===== src/rtl/axis_hdr_insert_sched.sv =====
// axis_hdr_insert_sched
// Packet-granular round-robin scheduler that lets NUM_SRC requesters share one
// header inserter. A requester is granted on its header request, its header is
// presented to the inserter, then its payload is passed through combinationally
// until the last beat, after which the grant is released.
module axis_hdr_insert_sched #(
    parameter int NUM_SRC      = 4,
    parameter int DATA_WD      = 32,
    parameter int DATA_BYTE_WD = DATA_WD / 8,
    parameter int BYTE_CNT_WD  = $clog2(DATA_BYTE_WD),
    parameter int SRC_WD       = $clog2(NUM_SRC)
) (
    input  logic                            clk,
    input  logic                            rst_n,
    // payload from requesters
    input  logic [NUM_SRC-1:0]              s_valid,
    input  logic [NUM_SRC-1:0]              s_last,
    input  logic [NUM_SRC*DATA_WD-1:0]      s_data,
    input  logic [NUM_SRC*DATA_BYTE_WD-1:0] s_keep,
    output logic [NUM_SRC-1:0]              s_ready,
    // header requests
    input  logic [NUM_SRC-1:0]              h_valid,
    input  logic [NUM_SRC*DATA_WD-1:0]      h_data,
    input  logic [NUM_SRC*BYTE_CNT_WD-1:0]  h_cnt,
    output logic [NUM_SRC-1:0]              h_ready,
    // payload to inserter
    output logic                            valid_in,
    output logic [DATA_WD-1:0]              data_in,
    output logic [DATA_BYTE_WD-1:0]         keep_in,
    output logic                            last_in,
    input  logic                            ready_in,
    // header to inserter
    output logic                            valid_insert,
    output logic [DATA_WD-1:0]              data_insert,
    output logic [DATA_BYTE_WD-1:0]         keep_insert,
    output logic [BYTE_CNT_WD-1:0]          byte_insert_cnt,
    input  logic                            ready_insert,
    // status
    output logic                            busy,
    output logic [SRC_WD-1:0]               cur_src,
    output logic                            pkt_done,
    output logic [15:0]                     pkt_len
);

    typedef enum logic [1:0] {ST_IDLE, ST_HDR, ST_DATA} state_t;

    localparam logic [SRC_WD:0]   NSRC     = (SRC_WD+1)'(NUM_SRC);
    localparam logic [SRC_WD-1:0] LAST_SRC = SRC_WD'(NUM_SRC - 1);

    state_t            state_q, state_d;
    logic [SRC_WD-1:0] cur_src_q, cur_src_d;
    logic [SRC_WD-1:0] rr_q, rr_d;
    logic [15:0]       beat_cnt_q, beat_cnt_d;
    logic [15:0]       pkt_len_q, pkt_len_d;
    logic              pkt_done_q, pkt_done_d;

    logic [DATA_WD-1:0]      h_data_arr [NUM_SRC];
    logic [BYTE_CNT_WD-1:0]  h_cnt_arr  [NUM_SRC];
    logic [DATA_WD-1:0]      s_data_arr [NUM_SRC];
    logic [DATA_BYTE_WD-1:0] s_keep_arr [NUM_SRC];

    logic [SRC_WD-1:0] winner;
    logic              found;
    logic [15:0]       beat_inc;
    logic              beat_hs;

    // Unpack the flat per-requester buses into arrays indexed by requester
    generate
        for (genvar gi = 0; gi < NUM_SRC; gi++) begin : g_slice
            assign h_data_arr[gi] = h_data[gi*DATA_WD +: DATA_WD];
            assign h_cnt_arr[gi]  = h_cnt[gi*BYTE_CNT_WD +: BYTE_CNT_WD];
            assign s_data_arr[gi] = s_data[gi*DATA_WD +: DATA_WD];
            assign s_keep_arr[gi] = s_keep[gi*DATA_BYTE_WD +: DATA_BYTE_WD];
        end
    endgenerate

    // Header keep mask: byte b is valid when b <= byte count
    generate
        for (genvar gi = 0; gi < DATA_BYTE_WD; gi++) begin : g_keep
            assign keep_insert[gi] = ((BYTE_CNT_WD+1)'(gi) <= {1'b0, byte_insert_cnt});
        end
    endgenerate

    // Header and payload muxes from the granted requester
    assign valid_insert    = (state_q == ST_HDR);
    assign data_insert     = h_data_arr[cur_src_q];
    assign byte_insert_cnt = h_cnt_arr[cur_src_q];
    assign valid_in        = (state_q == ST_DATA) && s_valid[cur_src_q];
    assign last_in         = (state_q == ST_DATA) && s_last[cur_src_q];
    assign data_in         = s_data_arr[cur_src_q];
    assign keep_in         = s_keep_arr[cur_src_q];
    assign busy            = (state_q != ST_IDLE);
    assign cur_src         = cur_src_q;
    assign pkt_done        = pkt_done_q;
    assign pkt_len         = pkt_len_q;
    assign beat_hs         = valid_in && ready_in;
    assign beat_inc        = (beat_cnt_q == 16'hFFFF) ? beat_cnt_q : beat_cnt_q + 16'd1;

    // Ready fan-out: only the granted requester ever sees a ready
    always_comb begin
        h_ready = '0;
        s_ready = '0;
        if (state_q == ST_HDR)  h_ready[cur_src_q] = ready_insert;
        if (state_q == ST_DATA) s_ready[cur_src_q] = ready_in;
    end

    // Round-robin search: first requesting index starting from rr
    always_comb begin
        logic [SRC_WD:0] idx_w;
        winner = '0;
        found  = 1'b0;
        idx_w  = '0;
        for (int k = 0; k < NUM_SRC; k++) begin
            idx_w = {1'b0, rr_q} + (SRC_WD+1)'(k);
            if (idx_w >= NSRC) idx_w = idx_w - NSRC;
            if (!found && h_valid[idx_w[SRC_WD-1:0]]) begin
                found  = 1'b1;
                winner = idx_w[SRC_WD-1:0];
            end
        end
    end

    // Next-state logic: grant, header handshake, payload until last
    always_comb begin
        state_d    = state_q;
        cur_src_d  = cur_src_q;
        rr_d       = rr_q;
        beat_cnt_d = beat_cnt_q;
        pkt_len_d  = pkt_len_q;
        pkt_done_d = 1'b0;
        case (state_q)
            ST_IDLE: begin
                if (found) begin
                    cur_src_d = winner;
                    state_d   = ST_HDR;
                end
            end
            ST_HDR: begin
                if (ready_insert) begin
                    state_d    = ST_DATA;
                    beat_cnt_d = '0;
                end
            end
            ST_DATA: begin
                if (beat_hs) begin
                    beat_cnt_d = beat_inc;
                    if (last_in) begin
                        state_d    = ST_IDLE;
                        rr_d       = (cur_src_q == LAST_SRC) ? '0 : cur_src_q + 1'b1;
                        pkt_len_d  = beat_inc;
                        pkt_done_d = 1'b1;
                    end
                end
            end
            default: state_d = ST_IDLE;
        endcase
    end

    // State registers with asynchronous active-low reset
    always_ff @(posedge clk or negedge rst_n) begin
        if (!rst_n) begin
            state_q    <= ST_IDLE;
            cur_src_q  <= '0;
            rr_q       <= '0;
            beat_cnt_q <= '0;
            pkt_len_q  <= '0;
            pkt_done_q <= 1'b0;
        end else begin
            state_q    <= state_d;
            cur_src_q  <= cur_src_d;
            rr_q       <= rr_d;
            beat_cnt_q <= beat_cnt_d;
            pkt_len_q  <= pkt_len_d;
            pkt_done_q <= pkt_done_d;
        end
    end

endmodule


===== config.mk =====
export PLATFORM = sky130hd
export DESIGN_NAME = axis_hdr_insert_sched
export DESIGN_NICKNAME = d
export VERILOG_FILES = /design/src/rtl/axis_hdr_insert_sched.sv
export SDC_FILE = /design/constraint.sdc
export NUM_CORES = 1
export LEC_CHECK = 0
export ABC_AREA = 1
export CAP_MARGIN = 5
export CORE_AREA = 2 2 154 156
export CTS_BUF_LIST = sky130_fd_sc_hd__clkbuf_8
export CTS_CLUSTER_DIAMETER = 30
export DETAILED_ROUTE_END_ITERATION = 7
export DIE_AREA = 0 0 156 158
export SETUP_SLACK_MARGIN = 0.1
export SLEW_MARGIN = 20
export SYNTH_ARGS = -nofsm -noshare
export SYNTH_HDL_FRONTEND = slang
export SYNTH_SLANG_ARGS = --single-unit

===== constraint.sdc =====
create_clock -name clk -period 1.5 [get_ports clk]
set_input_delay 0.3 -clock clk [delete_from_list [all_inputs] [get_ports clk]]
set_output_delay 0.3 -clock clk [all_outputs]
set_load 0.05 [all_outputs]

== After elaboration in Yosys (flattened, before gate mapping) ==
Index checks and enable logic that the tools add are counted.
W data, S select, Z words.
Storage, ports and cells
  word-level logic and storage cells: 110
  flip-flop bits (word level): 39
  input port bits: 296
  output and inout bits: 105
Cells by class
  bitwise operators: 3
  equality and inequality tests: 8
  mux-type cells: 53
  add/subtract/negate cells: 9
  reductions and logical operators: 17
  order comparisons: 14
Operators with widths (count)
  $bmux W32 S2: 2
  $mux W32: 4
  $mux W16: 3
  $pmux W16 S2: 1
  $mux W2: 15
  $add A16 B1 Y16 const B: 1
  $eq A16 B16 Y1 const B: 1
  $mux W4: 4
  $lt A2 B3 Y1 const B: 5
  $mux W1: 14
  $bmux W1 S2: 6
  $ge A3 B3 Y1 const B: 4
  $and A4 B4 Y4: 2
  $bmux W4 S2: 1
  $sub A2 B1 Y2 const B: 4
  $logic_and A1 B1 Y1: 7
  $add A2 B2 Y3 const B: 2
  $ne A2 B2 Y1 const B: 3
  $pmux W2 S3: 1
  $reduce_and A3 Y1: 2
  $bmux W2 S2: 1
  $eq A2 B2 Y1 const B: 2
  $le A2 B2 Y1 const A: 2
  $reduce_and A4 Y1: 1
  13 further kinds: 16

== Logic depth before layout (Yosys ltp) ==
Gate-level depths: netlist of run 1.
  word-level depth: 16
  mapped depth: 11
  depth with buffers taken out: 11

== Worst setup path after synthesis of run 1 ==
Ideal clock, no wire load.
  path kind: reg-to-output
  from: reg cur_src_q[0], in the netlist cur_src[0]
  to: out keep_insert[3]
  arrival time: 2.883 ns
  path slack: -1.683 ns
  data required time: 1.200 ns
  stages on the path, launching flop included: 7
  path buffers: 2
  cells stage by stage: dfrtp_1 > buf_6 > buf_2 > nand2_1 > a32oi_1 > inv_1 > nor2_1
Between the ends
  word-level cells in the longest chain between the ends: 5
RTL lines
  start: declaration: line 51  | logic [SRC_WD-1:0] cur_src_q, cur_src_d;
  start signal: assignment: line 170  | cur_src_q <= cur_src_d;
  $not A2 Y3 (implied by the code): line 87  | assign byte_insert_cnt = h_cnt_arr[cur_src_q];
  $bmux W2 S2: line 87
  $mux W2 (implied by the code) (2 in series): line 87
  net byte_insert_cnt[1]: line 36  | output logic [BYTE_CNT_WD-1:0] byte_insert_cnt,
  $le A2 B2 Y1: line 80  | assign keep_insert[gi] = ((BYTE_CNT_WD+1)'(gi) <= {1'b0, byte_insert_cnt});
  end: declaration: line 35  | output logic [DATA_BYTE_WD-1:0] keep_insert,
The timed path passes the listed nets, and every way through them passes these cells. The select of a mux whose other input is x is not followed.

== Worst setup path after layout of run 1 ==
  from: reg cur_src_q[0], in the netlist cur_src[0]
  to: out data_insert[3]
Between the ends
  word-level cells in the longest chain between the ends: 4
RTL lines
  $not A2 Y3 (implied by the code): line 86  | assign data_insert = h_data_arr[cur_src_q];
  $bmux W32 S2: line 86
  $mux W32 (implied by the code) (2 in series): line 86
  end: declaration: line 34  | output logic [DATA_WD-1:0] data_insert,
No other way between the ends. The select of a mux whose other input is x is not followed.

==> results.sh, run 1 <==
export IMPL_outcome="finished with violations"
export IMPL_violations="setup timing"
export IMPL_htree_levels=2
export IMPL_wire_per_inst_um=19.0
export IMPL_finalCriticalPeriod_ps=2090
export IMPL_whs_ps=396
export IMPL_track_usage=0.210
export IMPL_final_area_um2=12600
export IMPL_hold_viol=0
export IMPL_clk_latency_ps=300
export IMPL_p_leak_nw=4.95
export IMPL_numPortBuffers=399
export IMPL_synth_area_top_cells="dfrtp_1, o21ai_0, nor2_1"
export IMPL_fin_crit_sh=1.40
export IMPL_synth_cells=741
export IMPL_ys_seq_area_frac=0.226
export IMPL_synth_area_um2=4330
export IMPL_antenna_found_initial=3
export IMPL_clk_pin_slew_worst_paths_ps=80
export IMPL_p_per_area_nw_per_um2=2500
export IMPL_area_growth_pct=192
export IMPL_drc=0
export IMPL_dr_first_iter_drc_count=317
export IMPL_cp_data_required_time_ps=1200
export IMPL_die_h_um=158
export IMPL_cts_tree="done"
export IMPL_critPathMaxFanout=47
export IMPL_routed_wl_mm=28.6
export IMPL_grt_pass1_wl_mm=39.6
export IMPL_worstSetupPathType="reg -> out"
export IMPL_gp_congestion=0.840
export IMPL_max_freq_mhz=477
export IMPL_yosys_cell_types_count=35
export IMPL_yosys_top_cells_count="nor2_1, o21ai_0, nand2_1"
export IMPL_skew_ps=9.21
export IMPL_gr_total_overflow=0
export IMPL_instances_no_fill=1509
export IMPL_place_hpwl_mm=22.7
export IMPL_synthArstFlopShare=1.00
export IMPL_worstPathArrival_ps=1790
export IMPL_finalSetupTns_ps=-49060
export IMPL_synth_seq_cells=39
export IMPL_startpoint_type="register"
export IMPL_cts_made_buffers=5
export IMPL_drive_above_1_share=0.403
export IMPL_cts_sink_count=39
export IMPL_die_w_um=156
export IMPL_num_rows=56
export IMPL_clockBufferDepth=2
export IMPL_ios=401
export IMPL_grt_max_degree=48
export IMPL_grt_setup_unrepaired="true"
export IMPL_fin_ws_ps=-594
export IMPL_vias_per_cell=4.69
export IMPL_layout_nets=1517
export IMPL_dieArea_um2=24600
export IMPL_yosys_warnings=0
export IMPL_dp_cells=1471
export IMPL_cp_end_kind="output pin"
export IMPL_drv_cap=0
export IMPL_max_vdd_ir_drop_uv=2080
export IMPL_root_buffer="clkbuf_8"
export IMPL_synth_most_common_cell="nor2_1"
export IMPL_core_um2=23100
export IMPL_grt_pass1_vias=6985
export IMPL_finalSetupViolations=123
export IMPL_antenna_left=0
export IMPL_fill_cells=2022
export IMPL_synthFlopType="dfrtp_1"
export IMPL_synth_edff_count=0
export IMPL_yosysTopAreaCell="dfrtp_1"
export IMPL_hold_path_class="in -> async"
export IMPL_dp_slack_ps=-348
export IMPL_synth_top_area_frac=0.226
export IMPL_final_max_slew_viol_count=0
export IMPL_start_util=0.188
export IMPL_post_synth_cell_area_avg_um2=5.84
export IMPL_syn_num_nets=1042
export IMPL_hold_buffers=0
export IMPL_vias=7071
export IMPL_placed_area_um2=11200
export IMPL_drtPass1Iterations=4
[flip-flops by register name, indices dropped and copies added, names as in the netlist]
| signal | flops |
|---|---|
| pkt_len | 16 |
| pkt_done | 1 |
| rr_q | 2 |
| cur_src | 2 |
| state_q | 2 |
| beat_cnt_q | 16 |
[power by group]
| group | leakage (nW) | switching [mW] | internal [mW] |
|---|---|---|---|
| registers | 0.521 | 0.390 | 1.35 |
| logic | 4.37 | 15.6 | 13.4 |
| clock network | 0.0581 | 0.411 | 0.496 |
| total | 4.95 | 16.4 | 15.2 |
[final cells by class]
class	instances	area (um2)	area share
diodes	2	5.00	0.000396
clock buffers	5	68.8	0.00545
clock inverters	3	43.8	0.00347
inverters	42	195	0.0154
multi-input cells	604	4620	0.366
flip-flops and latches	39	982	0.0777
well taps	290	363	0.0287
repair buffers	524	6360	0.503
[per-layer routing]
layer / wire [um] / GRT usage / vias up
met5: 13 / 0 / -
met4: 540 / 0.0476 / 2
met3: 1950 / 0.0610 / 30
met2: 15900 / 0.404 / 219
met1: 10200 / 0.226 / 3344
li1: - / - / 3476
[cell usage in the layout (no fill, tap or decap), drive strengths merged]
master         instances
o22ai                 69
clkbuf                11
dfrtp                 39
nand2                141
diode                  2
buf                  221
a31oi                  1
nor2                 168
xor2                   2
inv                   41
a21oi                  3
and3                   1
ha                     5
nand4                  5
bufbuf                 2
clkdlybuf4s50        295
nand3b                 1
bufinv                 1
clkinv                 3
a32oi                  3
o31ai                  1
conb                   1
or2                    1
nor3                   8
o21ai                166
nand3                 28
[repair_timing]
item,CTS,global route
setup buffers,5,13
gates cloned,3,7
endpoints found under the setup margin,126,126
resized for setup,144,184
pin swaps,8,8
[final timing paths]
check                                        from                        end  slack [ps]  cells past startpoint
min in group clk           pkt_len[7]$_DFFE_PN0P_     pkt_len[7]$_DFFE_PN0P_         540                      2
max reg2reg                cur_src[0]$_DFFE_PN0P_    pkt_len[12]$_DFFE_PN0P_        -300                      9
min                                         rst_n  beat_cnt_q[3]$_DFFE_PN0P_         400                      2
max                        cur_src[0]$_DFFE_PN0P_             data_insert[3]        -590                      6
min reg2reg                pkt_len[7]$_DFFE_PN0P_     pkt_len[7]$_DFFE_PN0P_         540                      2
max in group asynchronous                   rst_n    pkt_len[13]$_DFFE_PN0P_         890                      2
[worst max-delay path, stage by stage (launching register included)]
cell      delay [ps]
dfrtp_4          560
clkinv_8         120
buf_16           210
o21ai_0          120
buf_4            150
o22ai_4          140
buf_12           160
[metrics by stage]
stage               power [mW]  utilization
floorplan                 15.9            -
global placement          27.1        0.488
detailed placement        27.2        0.488
CTS                       29.6        0.511
global route              33.1        0.548
finish                    31.6        0.548
[cells by family (layout without fill, tap and decap cells)]
group	after synthesis	count (layout)	synth area share
AOI/OAI and AO/OA	243	243	0.315
xor gates and xnor gates	2	2	0.00405
adders and majority gates	5	5	0.0145
buffers and inverters	98	574	0.104
DFF	39	39	0.226
other	1	3	0.000867
and+or+nand+nor	353	353	0.337
Power figures use the tool's default switching activity.
==> run 2: changes to the inputs <==
- CORE_AREA: 2 2 154 156 -> 4 4 156 158
- DIE_AREA: 0 0 156 158 -> 0 0 160 162
- MAX_ROUTING_LAYER: not set -> met4
- SETUP_SLACK_MARGIN: 0.1 -> not set
==> results.sh, run 2 (same netlist as run 1, synthesis figures left out) <==
export IMPL_cp_data_required_time_ps=1200
export IMPL_p_clk_frac=0.027
export IMPL_worstSetupPathType="reg -> out"
export IMPL_swShare=0.505
export IMPL_fin_ws_ps=-609
export IMPL_clk_pin_slew_worst_paths_ps=90
export IMPL_area_growth_pct=203
export IMPL_die_h_um=162
export IMPL_dr_first_iter_drc_count=297
export IMPL_critPathMaxFanout=7
export IMPL_r2r_start="cur_src[0]$_DFFE_PN0P_"
export IMPL_hold_viol=0
export IMPL_routed_wl_mm=30.6
export IMPL_htree_levels=2
export IMPL_final_common_cell="clkdlybuf4s50_1"
export IMPL_p_leak_nw=5.24
export IMPL_post_route_util=0.567
export IMPL_max_vdd_ir_drop_uv=1610
export IMPL_clockBufferDepth=2
export IMPL_drive_above_1_share=0.419
export IMPL_final_max_slew_viol_count=0
export IMPL_grt_pass1_vias=7236
export IMPL_dieArea_um2=25900
export IMPL_p_int_mw=16.4
export IMPL_reg2reg_to="pkt_len[2]$_DFFE_PN0P_"
export IMPL_p_per_area_nw_per_um2=2530
export IMPL_drc=0
export IMPL_layout_common_cells="clkdlybuf4s50_1, buf_4, nand2_1"
export IMPL_max_freq_mhz=474
export IMPL_gp_congestion=0.958
export IMPL_track_usage=0.214
export IMPL_wire_per_inst_um=19.5
export IMPL_antenna_found_initial=5
export IMPL_grt_max_degree=40
export IMPL_r2r_slack_ps=-460
export IMPL_vias=7330
export IMPL_place_hpwl_mm=24.4
export IMPL_numPortBuffers=399
export IMPL_grt_pass1_wl_mm=41.8
export IMPL_switching_power_mw=16.8
export IMPL_outcome="finished with violations"
export IMPL_drv_cap=0
export IMPL_violations="setup timing"
export IMPL_cp_end_kind="output pin"
export IMPL_cts_sink_count=39
export IMPL_hold_buffers=0
export IMPL_clk_latency_ps=300
export IMPL_grt_setup_unrepaired="true"
export IMPL_hold_path_class="in -> async"
export IMPL_startpoint_type="register"
export IMPL_combPwrFrac=0.921
export IMPL_root_buffer="clkbuf_8"
export IMPL_finalCriticalPeriod_ps=2110
export IMPL_layout_nets=1575
export IMPL_rr_worst_depth=12
export IMPL_gr_total_overflow=0
export IMPL_drtPass1Iterations=4
export IMPL_vias_per_cell=4.67
export IMPL_start_util=0.187
export IMPL_finalSetupViolations=122
export IMPL_cts_tree="done"
export IMPL_finalSetupTns_ps=-58720
export IMPL_core_um2=23100
export IMPL_antenna_left=0
export IMPL_seq_power_share=0.052
export IMPL_fin_crit_sh=1.41
export IMPL_ios=401
export IMPL_num_rows=56
export IMPL_worstPathArrival_ps=1810
export IMPL_cts_made_buffers=5
export IMPL_die_w_um=160
export IMPL_skew_ps=12.5
-- run 2: layer usage --
layer  vias to the layer above  track usage  part of all wire
li1                       3596            -                 -
met1                      3442        0.229              0.36
met2                       252        0.388              0.54
met3                        40       0.0604             0.073
met4                         0       0.0567             0.027
met5                         -            -                 0
-- run 2: layout make-up --
class,count,area [um2]
well taps,290,363
repair buffers,581,6910
clock buffers,5,68.8
clock inverters,3,43.8
diodes,5,12.5
flip-flops and latches,39,983
repair inverters,1,8.76
inverters,42,205
fillers,2093,10000
multi-input cells,604,4520
-- run 2: worst max-delay path by stage --
| stage | start | to | depth (start not counted) |
|---|---|---|---|
| after global placement | cur_src[0]$_DFFE_PN0P_ | last_in | 7 |
| after CTS | cur_src[0]$_DFFE_PN0P_ | keep_insert[3] | 7 |
| final | cur_src[1]$_DFFE_PN0P_ | last_in | 8 |
| after global routing | cur_src[0]$_DFFE_PN0P_ | keep_insert[3] | 7 |
| after floorplan | cur_src[0]$_DFFE_PN0P_ | keep_insert[3] | 6 |
| after detailed placement | h_data[67] | data_insert[3] | 4 |
-- run 2: what timing repair did --
action                                  4_1_cts  5_1_grt
gates cloned                                  3        8
endpoints found under the setup margin      125      125
pin swaps                                     1       20
gates resized for setup                      75      223
setup buffers                                 0       28
-- run 2: metrics by stage --
step | hold slack [ps] | cells | setup WS, ps | total power, mW | cell area, um2
after floorplan | 4.41 | 741 | -595 | 15.9 | 5510
after global placement | 520 | 1519 | -339 | 28.7 | 11700
after detailed placement | 526 | 1519 | -356 | 28.8 | 11700
after CTS | 392 | 1530 | -647 | 30.5 | 12100
after global routing | 404 | 1570 | -683 | 34.7 | 13100
final | 383 | 1570 | -609 | 33.2 | 13100
-- run 2: critical path, cell delays in order (launching register included) --
cell,delay [ps]
dfrtp_2,480
buf_12,140
clkinv_8,70
buf_12,130
buf_16,140
nand3_2,130
nand2_4,110
nor2_4,160
buf_12,150
-- run 2: power groups by stage --
stage	Clock (mW)	Combinational, mW	Sequential, mW
after floorplan	0	13.6	2.29
after global placement	0	27.0	1.70
after detailed placement	0	27.1	1.70
after CTS	0.918	27.9	1.71
after global routing	0.966	32.0	1.78
final	0.901	30.6	1.74
==> run 3: changes to the inputs <==
- PLACE_DENSITY: not set -> 0.53
- SETUP_SLACK_MARGIN: not set -> 0.4
==> results.sh, run 3 (same netlist as run 1, synthesis figures left out) <==
export IMPL_outcome="finished with violations"
export IMPL_violations="setup timing"
export IMPL_layout_common_cells="clkdlybuf4s50_1, nand2_1, nor2_1"
export IMPL_root_buffer="clkbuf_8"
export IMPL_drive_above_1_share=0.377
export IMPL_drtPass1Iterations=4
export IMPL_cts_sink_count=39
export IMPL_drc=0
export IMPL_die_w_um=160
export IMPL_numPortBuffers=399
export IMPL_dr_first_iter_drc_count=315
export IMPL_reg2reg_to="pkt_len[0]$_DFFE_PN0P_"
export IMPL_ios=401
export IMPL_hold_viol=0
export IMPL_track_usage=0.208
export IMPL_critPathMaxFanout=23
export IMPL_cp_data_required_time_ps=1200
export IMPL_p_per_area_nw_per_um2=2510
export IMPL_final_common_cell="clkdlybuf4s50_1"
export IMPL_worstSetupPathType="reg -> out"
export IMPL_grt_pass1_wl_mm=40.8
export IMPL_dieArea_um2=25900
export IMPL_drv_cap=0
export IMPL_p_leak_nw=4.78
export IMPL_clk_latency_ps=290
export IMPL_core_um2=23100
export IMPL_placed_area_um2=11400
export IMPL_htree_levels=2
export IMPL_finalSetupViolations=124
export IMPL_grt_pass1_vias=7035
export IMPL_place_hpwl_mm=23.9
export IMPL_critPathTopFamily="flip-flops"
export IMPL_skew_ps=9.58
export IMPL_fin_crit_sh=1.37
export IMPL_routed_wl_mm=28.5
export IMPL_dp_cells=1466
export IMPL_startpoint_type="register"
export IMPL_r2r_start="cur_src[0]$_DFFE_PN0P_"
export IMPL_antenna_left=0
export IMPL_start_util=0.187
export IMPL_final_area_um2=12200
export IMPL_slowest_delay_ps=570
export IMPL_whs_ps=467
export IMPL_gp_congestion=0.892
export IMPL_rr_worst_depth=11
export IMPL_critPathSlowestCell="dfrtp_4"
export IMPL_antenna_found_initial=1
export IMPL_r2r_slack_ps=-300
export IMPL_grt_setup_unrepaired="true"
export IMPL_die_h_um=162
export IMPL_finalCriticalPeriod_ps=2050
export IMPL_instances_no_fill=1487
export IMPL_wire_per_inst_um=19.1
export IMPL_clockBufferDepth=2
export IMPL_area_growth_pct=182
export IMPL_hold_path_class="in -> async"
export IMPL_num_rows=56
export IMPL_cp_end_kind="output pin"
export IMPL_max_freq_mhz=488
export IMPL_crit_chain="clkinv_8, buf_12, nand2_1, nand3_1, nand2_4, nor2_4, buf_12"
export IMPL_fin_ws_ps=-551
export IMPL_crit_buf_inv=3
export IMPL_layout_nets=1495
export IMPL_vias_per_cell=4.65
export IMPL_final_max_slew_viol_count=0
export IMPL_cts_tree="done"
export IMPL_max_vdd_ir_drop_uv=1360
export IMPL_gr_total_overflow=0
export IMPL_cp_common_cell="buf_12"
export IMPL_grt_max_degree=37
export IMPL_vias=6910
export IMPL_clk_pin_slew_worst_paths_ps=90
export IMPL_finalSetupTns_ps=-50800
export IMPL_cts_made_buffers=5
export IMPL_worstPathArrival_ps=1750
==> run 3: cell count changes in the layout (fill, tap and decap cells not counted), sizes merged <==
cell           previous run  this run
buf                     280       203
clkbuf                   10         8
clkdlybuf4s50           295       294
clkinv                    5         3
diode                     5         2
dlygate4sd3               0         1
inv                      40        41
==> run 3: worst register-to-register path, stage by stage (launching register included) <==
cell     delay (ps)
dfrtp_4         530
buf_12          200
nor2_2           60
nor2_2           90
o21ai_2          80
nand2_2         100
buf_6           110
nand3_4         110
nor2_8          180
buf_12          140
nand2_1          70
nand2_1          70
==> run 3: stage by stage <==
step | power [mW] | utilization | setup WS (ps)
2_1_floorplan | 16.0 | - | -595
3_3_place_gp | 27.9 | 0.493 | -359
3_5_place_dp | 27.9 | 0.493 | -360
4_1_cts | 29.5 | 0.506 | -587
5_1_grt | 32.0 | 0.527 | -620
6_report | 30.6 | 0.527 | -551
==> run 3: worst max path at each step <==
stage | cells after the start | slack (ps) | endpoint | startpoint
after global routing | 6 | -620 | data_insert[21] | cur_src[0]$_DFFE_PN0P_
final | 7 | -550 | last_in | cur_src[0]$_DFFE_PN0P_
after detailed placement | 10 | -360 | beat_cnt_q[1]$_DFFE_PN0P_ | s_valid[2]
after floorplan | 6 | -590 | keep_insert[3] | cur_src[0]$_DFFE_PN0P_
after global placement | 10 | -360 | beat_cnt_q[0]$_DFFE_PN0P_ | s_valid[2]
after CTS | 7 | -590 | last_in | cur_src[0]$_DFFE_PN0P_
==> run 3: timing repair <==
action | 4_1_cts | 5_1_grt
hold buffers | 1 | 0
buffers inserted | 3 | 3
cloned | 1 | 3
setup endpoints to repair | 143 | 143
gates resized for setup | 84 | 165
pin swaps | 2 | 6
hold endpoints to repair | 14 | 0
==> run 3: metal layers <==
layer  vias to the layer above  global-route usage  part of all wire
li1                       3434                   -                 -
met1                      3251               0.231              0.38
met2                       199               0.376              0.53
met3                        26              0.0584             0.069
met4                         0              0.0391             0.020
met5                         -                   -                 0
==> run 3: layout make-up <==
class                      instances  area (um2)
clock inverter                     3        43.8
sequential                        39         983
inverter                          42         190
fill                            2214       10900
timing repair buffer             502        6100
multi-input combinational        604        4430
antenna                            2        5.00
clock buffer                       5        68.8
tap                              290         363
==> run 3: power breakdown <==
group | leakage (nW) | total, mW | switching, mW | internal (mW)
registers | 0.520 | 1.74 | 0.380 | 1.36
logic | 4.20 | 27.9 | 15.2 | 12.7
clock network | 0.0581 | 0.906 | 0.410 | 0.496
total | 4.78 | 30.6 | 16.0 | 14.6
